File: config.mk
export PLATFORM = sky130hd
export DESIGN_NAME = mem_port_arbiter
export DESIGN_NICKNAME = d
export VERILOG_FILES = /design/src/rtl/mips_pkg.sv /design/src/rtl/mem_port_arbiter_mux2.sv /design/src/rtl/mem_port_arbiter.sv
export SDC_FILE = /design/constraint.sdc
export NUM_CORES = 1
export LEC_CHECK = 0
export ABC_AREA = 1
export BUFFER_PORTS_ARGS = -buffer_cell sky130_fd_sc_hd__buf_2
export CORE_AREA = 2 2 107 109
export DETAILED_ROUTE_END_ITERATION = 7
export DIE_AREA = 0 0 109 111
export PLACE_DENSITY = 0.72
export SKIP_CTS_REPAIR_TIMING = 1
export SYNTH_ARGS = -nofsm -noshare
export SYNTH_HDL_FRONTEND = slang
export SYNTH_HIERARCHICAL = 1
export SYNTH_SLANG_ARGS = --single-unit
File: constraint.sdc
create_clock -name clk_i -period 1.6 [get_ports clk_i]
set_input_delay 0.24 -clock clk_i [delete_from_list [all_inputs] [get_ports clk_i]]
set_output_delay 0.24 -clock clk_i [all_outputs]
set_load 0.01 [all_outputs]
File: src/rtl/mips_pkg.sv
// rtl/mips_pkg.sv - shared state encodings and default datapath width for the memory port arbiter
package mips_pkg;
    localparam logic [1:0] ST_IDLE  = 2'd0;
    localparam logic [1:0] ST_BUSY0 = 2'd1;
    localparam logic [1:0] ST_BUSY1 = 2'd2;

    localparam int DEFAULT_WIDTH = 32;
endpackage

File: src/rtl/mem_port_arbiter_mux2.sv
// rtl/mem_port_arbiter_mux2.sv - WIDTH-bit two-input mux feeding the shared memory port
module mux2 #(
    parameter int WIDTH = 32
) (
    input  logic [WIDTH-1:0] d0_i,
    input  logic [WIDTH-1:0] d1_i,
    input  logic             s_i,
    output logic [WIDTH-1:0] y_o
);
    assign y_o = s_i ? d1_i : d0_i;
endmodule

File: src/rtl/mem_port_arbiter.sv
// rtl/mem_port_arbiter.sv - round-robin arbiter sharing one memory port between fetch and load/store
module mem_port_arbiter
    import mips_pkg::*;
#(
    parameter int WIDTH   = DEFAULT_WIDTH,
    parameter int TIMEOUT = 16,
    parameter int CNT_W   = 5
) (
    input  logic             clk_i,
    input  logic             reset_i,
    input  logic             req0_i,
    input  logic             req1_i,
    input  logic [WIDTH-1:0] addr0_i,
    input  logic [WIDTH-1:0] addr1_i,
    input  logic [WIDTH-1:0] wdata0_i,
    input  logic [WIDTH-1:0] wdata1_i,
    input  logic             we0_i,
    input  logic             we1_i,
    input  logic             mem_ready_i,
    input  logic [WIDTH-1:0] mem_rdata_i,
    output logic             mem_valid_o,
    output logic [WIDTH-1:0] mem_addr_o,
    output logic [WIDTH-1:0] mem_wdata_o,
    output logic             mem_we_o,
    output logic             sel_o,
    output logic             gnt0_o,
    output logic             gnt1_o,
    output logic             done0_o,
    output logic             done1_o,
    output logic [WIDTH-1:0] rdata_o,
    output logic             timeout_err_o
);
    logic [1:0]       state_q, state_d;
    logic             last_q, last_d;
    logic             sel_q, sel_d;
    logic             gnt0_q, gnt0_d, gnt1_q, gnt1_d;
    logic             done0_q, done0_d, done1_q, done1_d;
    logic             mem_valid_q, mem_valid_d;
    logic             timeout_err_q, timeout_err_d;
    logic [WIDTH-1:0] rdata_q, rdata_d;
    logic [CNT_W-1:0] cnt_q, cnt_d;
    logic             owner;

    assign owner = (state_q == ST_BUSY1);

    always_comb begin
        state_d       = state_q;
        last_d        = last_q;
        sel_d         = sel_q;
        gnt0_d        = gnt0_q;
        gnt1_d        = gnt1_q;
        done0_d       = 1'b0;
        done1_d       = 1'b0;
        mem_valid_d   = mem_valid_q;
        timeout_err_d = timeout_err_q;
        rdata_d       = rdata_q;
        cnt_d         = cnt_q;
        case (state_q)
            ST_IDLE: begin
                // The done cycle is not an arbitration slot: the owner may still be holding req.
                if (!(done0_q || done1_q)) begin
                    if (req0_i && (!req1_i || last_q)) begin
                        state_d     = ST_BUSY0;
                        sel_d       = 1'b0;
                        gnt0_d      = 1'b1;
                        mem_valid_d = 1'b1;
                        cnt_d       = '0;
                    end else if (req1_i) begin
                        state_d     = ST_BUSY1;
                        sel_d       = 1'b1;
                        gnt1_d      = 1'b1;
                        mem_valid_d = 1'b1;
                        cnt_d       = '0;
                    end
                end
            end
            ST_BUSY0, ST_BUSY1: begin
                if (mem_ready_i || (cnt_q == CNT_W'(TIMEOUT - 1))) begin
                    if (mem_ready_i) begin
                        rdata_d = mem_rdata_i;
                    end else begin
                        timeout_err_d = 1'b1;
                    end
                    done0_d     = !owner;
                    done1_d     = owner;
                    gnt0_d      = 1'b0;
                    gnt1_d      = 1'b0;
                    mem_valid_d = 1'b0;
                    last_d      = owner;
                    state_d     = ST_IDLE;
                end else begin
                    cnt_d = cnt_q + 1'b1;
                end
            end
            default: begin
                state_d     = ST_IDLE;
                gnt0_d      = 1'b0;
                gnt1_d      = 1'b0;
                mem_valid_d = 1'b0;
            end
        endcase
    end

    always_ff @(posedge clk_i or posedge reset_i) begin
        if (reset_i) begin
            state_q       <= ST_IDLE;
            last_q        <= 1'b1;
            sel_q         <= 1'b0;
            gnt0_q        <= 1'b0;
            gnt1_q        <= 1'b0;
            done0_q       <= 1'b0;
            done1_q       <= 1'b0;
            mem_valid_q   <= 1'b0;
            timeout_err_q <= 1'b0;
            rdata_q       <= '0;
            cnt_q         <= '0;
        end else begin
            state_q       <= state_d;
            last_q        <= last_d;
            sel_q         <= sel_d;
            gnt0_q        <= gnt0_d;
            gnt1_q        <= gnt1_d;
            done0_q       <= done0_d;
            done1_q       <= done1_d;
            mem_valid_q   <= mem_valid_d;
            timeout_err_q <= timeout_err_d;
            rdata_q       <= rdata_d;
            cnt_q         <= cnt_d;
        end
    end

    mux2 #(.WIDTH(WIDTH)) u_addr_mux (
        .d0_i (addr0_i),
        .d1_i (addr1_i),
        .s_i  (sel_q),
        .y_o  (mem_addr_o)
    );

    mux2 #(.WIDTH(WIDTH)) u_wdata_mux (
        .d0_i (wdata0_i),
        .d1_i (wdata1_i),
        .s_i  (sel_q),
        .y_o  (mem_wdata_o)
    );

    assign mem_we_o      = (sel_q ? we1_i : we0_i) & mem_valid_q;
    assign mem_valid_o   = mem_valid_q;
    assign sel_o         = sel_q;
    assign gnt0_o        = gnt0_q;
    assign gnt1_o        = gnt1_q;
    assign done0_o       = done0_q;
    assign done1_o       = done1_q;
    assign rdata_o       = rdata_q;
    assign timeout_err_o = timeout_err_q;
endmodule

== Yosys cells after proc, flatten, opt, wreduce, memory -nomap -nowiden ==
Cells that the tools add are included.

* Equal/unequal tests: 10
* Bitwise logic cells: 3
* Multiplexer cells: 29
* Reduce and logical (&&, ||, !) cells: 18
* $add $sub $neg: 1

{| class="wikitable"
|+ Operators with widths
! kind !! count
|-
| 32-bit 2-to-1 mux || 2
|-
| 5-bit 2-to-1 mux || 4
|-
| 3-bit AND reduction || 5
|-
| 1-bit 2-to-1 mux || 14
|-
| 2-bit != test, second input constant || 6
|-
| 5-bit one-hot mux with 2 select lines || 1
|-
| 2-bit 2-to-1 mux || 4
|-
| 4-bit AND reduction || 2
|-
| 1-bit one-hot mux with 2 select lines || 3
|-
| 5-bit by 1-bit adder with 5-bit output, second input constant || 1
|-
| 5-bit by 4-bit == test with 1-bit output, second input constant || 1
|-
| 2-bit one-hot mux with 2 select lines || 1
|-
| 2-bit nonzero test || 2
|-
| 1-bit logical OR || 3
|-
| 3-bit != test, second input constant || 1
|-
| 2-bit by 1-bit == test with 1-bit output, second input constant || 1
|-
| 2-bit == test, second input constant || 1
|-
| 1-bit logical NOT || 2
|-
| 2-bit logical NOT || 1
|-
| 1-bit inverter || 2
|-
| 2-bit AND reduction || 1
|-
| 2-bit OR reduction || 1
|-
| 1-bit AND || 1
|-
| 1-bit logical AND || 1
|}

* Output and inout port bits: 104
* Register bits: 47

== Logic depth before layout (Yosys ltp) ==
* Depth in word-level cells: 6
* Mapped depth: 10

== By module ==
The synthesis kept the hierarchy.

{| class="wikitable"
|+ Modules (own cells, without submodules)
! module !! seq. area each (um^2) !! cells each !! area an instance (um^2) !! instances
|-
| mem_port_arbiter || 1177.4 || 158 || 2039.5 || 1
|-
| mux2 || 0.0 || 104 || 491.7 || 2
|}

== Worst setup path after synthesis ==
No wires, ideal clock.

* Path type: register -> register
* Start: reg cnt_q[0]
* End: reg cnt_q[0]
* Slack: 0.075 ns
* Data arrival time: 1.397 ns
* Clock period less this slack: 1.525 ns
* Data required time: 1.472 ns
* Library setup time: 0.128 ns
* Stages on the path, launching flop included: 11
* Cells stage by stage: dfrtp_1 ha_1 nand2_1 nor2_1 ha_1 nor2_1 nand2_1 nand2_1 nand2_1 nand2_1 o21ai_0

* Word-level cells in the longest chain between the ends: 4

{| class="wikitable"
|+ Ends and longest elaborated chain
! element !! line !! RTL
|-
| start, declared || mem_port_arbiter.sv:41 || <nowiki>logic [CNT_W-1:0] cnt_q, cnt_d;</nowiki>
|-
| start signal, assigned || mem_port_arbiter.sv:128 || <nowiki>cnt_q <= cnt_d;</nowiki>
|-
| parallel branches: the longest is 4 deep, another holds 5-bit by 1-bit adder with 5-bit output || - ||
|}

Parallel ways; which one is timed is not known. The select of a mux whose other input is x is not followed.
A chain may end at the register's enable or synchronous reset.

== Worst setup path after layout ==
* Start: reg sel_q, in the netlist sel_o
* End: out mem_wdata_o[24]

* Word-level cells in the longest chain between the ends: 1

{| class="wikitable"
|+ Ends and longest elaborated chain
! element !! line !! RTL
|-
| start, declared || mem_port_arbiter.sv:35 || <nowiki>logic sel_q, sel_d;</nowiki>
|-
| start signal, assigned || mem_port_arbiter.sv:120 || <nowiki>sel_q <= sel_d;</nowiki>
|-
| 32-bit 2-to-1 mux || mem_port_arbiter_mux2.sv:10 || <nowiki>assign y_o = s_i ? d1_i : d0_i;</nowiki>
|-
| end, declared || mem_port_arbiter.sv:23 || <nowiki>output logic [WIDTH-1:0] mem_wdata_o,</nowiki>
|}

Every way passes these cells.

==> run metrics <==
Synth cell types 20; Leak 2.96 nW; I/O pin cnt between 200 and 300; max-cap violations 0; Final Hold Fails 0; Seq/Total Area, Yosys 0.389; CP Max Fanout 7; power consumption 9.12 mW; gr ovfl total 0; Final period util 0.979; Final ANT Viol Nets 0; Synth warnings 6; Die H between 100 and 150 µm; Synth Register Bits 47; share of cells above drive strength 1 0.571; DRC Markers 0; Startpoint Class register; max-slew violations 0; Post-synth EDFFs 0; HPWL Detailed 7520 µm; CTS clk-pin slew, worst paths 70 ps; Clock Latency Late Sink approximately 280 ps; status finished, final reports clean; Tmin final 1570 ps; CTS tree built; register area 1180 µm²; Slew Limit Headroom 0.698; TritonRoute pass-1 iters 4; Worst VDD drop 1.15 mV; starting DRC count in detailed routing 162; Async SR Flop Fraction 1.00; Most Crowded Layer GR met2; Worst setup EP type primary output; maximum operating frequency approximately 640 MHz; CP Class register to primary output; number of cell rows 39; crit path DAT around 1300 ps; Layout Skew between 3 and 4 ps; syn avg cell area 8.26 µm²; Post-Syn Nets between 500 and 600; H-tree lvl count 2; Top FF cell, synth dfrtp_1; top-area cell type share of the netlist area 0.381; Finish-stage setup viols 0; Routed WL roughly 10000 µm; Multi-input gate area 1580 µm²; most frequent cells after synthesis 201 x nand2_1, 46 x dfrtp_1, 28 x mux2_4; Avg WL per Cell between 10 and 15 µm; pin count of the biggest net entering global routing 34; Clock Tree Buf Depth 2; pwr/cell area between 1500 and 2000 nW/µm²; most common cell in the netlist nand2_1; clk root buf clkbuf_16; total CTS buffers 5; first-pass GRT wire length between 10000 and 15000 µm; Layout Nets 818; largest area contributor in the netlist dfrtp_1; setup_tns 0 ps; number of global-route vias before repair 2907; placed insts 774; fillers 1136; Tot GR Track Use 0.140; Synth area leaders dfrtp_1 38%, nand2_1 25%, mux2_4 14%; core area 11100 µm²; antenna violations before repair 0; Required @ worst endpoint approximately 1400 ps; worst slew pin tran between 400 and 500 ps; initial core utilization 0.273; met1 Track Usage GR 0.173; Hold WC Path Type input pin to register; port bufs 270; RSZ-0062 raised after global routing yes; fin cells around 800; die area ~12000 µm²; Die Wd ~110 µm; routability congestion estimate 0.824; Post-Syn Instances about 370; Ant. Diodes 0; met2 Track Usage GR 0.241; clk sinks 47; GRT met3 Usage 0.0341; Cell Area, Synth about 3000 µm²; via/cell ratio 4.22; Syn-to-layout area delta 60.3%; routed via count approximately 3300
[cells by family (layout without fill, tap and decap cells)]
kind of cell	Yosys count	in the layout	synth area share
DFF	47	47	0.389
buffers and inverters	34	316	0.100
and+or+nand+nor	235	235	0.316
adders and majority gates	4	4	0.0166
AOI/OAI and AO/OA	14	14	0.0240
muxes	32	32	0.154
[layout by cell type (no fill, tap or decap), types with 2 or more instances in the layout]
master     instances
clkinv_16          2
nand2_1          189
buf_4             11
a21oi_1            5
clkbuf_16          7
buf_2            270
buf_12             5
inv_1             14
mux2_4            28
nor2_1             5
ha_1               2
mux2_2             4
dfrtp_1           45
nand4_1            2
o21ai_1            5
nand2_2           32
nand3_1            5
o21ai_0            3
ha_2               2
[critical path, stage by stage, from the launching register on]
cell,delay (ps)
dfrtp_2,440
buf_12,170
buf_4,140
nand2_1,50
nand2_1,90
buf_2,150
[layer usage]
metal / wire, µm / share of wire
met5: 0 / 0
met4: 76 / 0.0078
met3: 1060 / 0.11
met2: 4740 / 0.49
met1: 3870 / 0.40
[final cells by class]
type,count,area share
repair buffers,291,0.334
flip-flops and latches,47,0.243
well taps,143,0.0369
multi-input cells,285,0.326
clock buffers,5,0.0258
clock inverters,3,0.00981
inverters,17,0.0240
[stage by stage]
step / cell area, µm² / hold WS, ps / util / setup WS, ps
6_report: 4840 / 180 / 0.437 / 33.7
4_1_cts: 4660 / -30.4 / 0.420 / -38.8
3_3_place_gp: 4480 / 282 / 0.405 / 51.5
2_1_floorplan: 3020 / 337 / - / 75.1
3_5_place_dp: 4480 / 275 / 0.405 / 25.7
5_1_grt: 4840 / 172 / 0.437 / -29.5
[power by group]
part	switching (mW)	internal (mW)	total, mW
logic	3.05	2.81	5.86
clock network	0.445	0.745	1.19
registers	0.314	1.76	2.07
total	3.81	5.31	9.12
[sequential cells by signal, indices dropped and copies added, names as in the netlist]
signal,cells
cnt_q,5
done0_o,1
done1_o,1
gnt0_o,1
gnt1_o,1
last_q,1
mem_valid_o,1
rdata_o,32
sel_o,1
state_q,2
timeout_err_o,1
[final timing paths]
check                                start  cells past startpoint  slack [ps]               to
max in group asynchronous          reset_i                      4         580    timeout_err_o
min in group asynchronous          reset_i                      3         520       rdata_o[0]
min                        mem_rdata_i[28]                      2         180      rdata_o[28]
min reg2reg                  timeout_err_o                      1         470    timeout_err_o
max reg2reg                       cnt_q[1]                     10         100       state_q[0]
max                                  sel_o                      5          30  mem_wdata_o[24]
(Power assumes the default switching activity.)
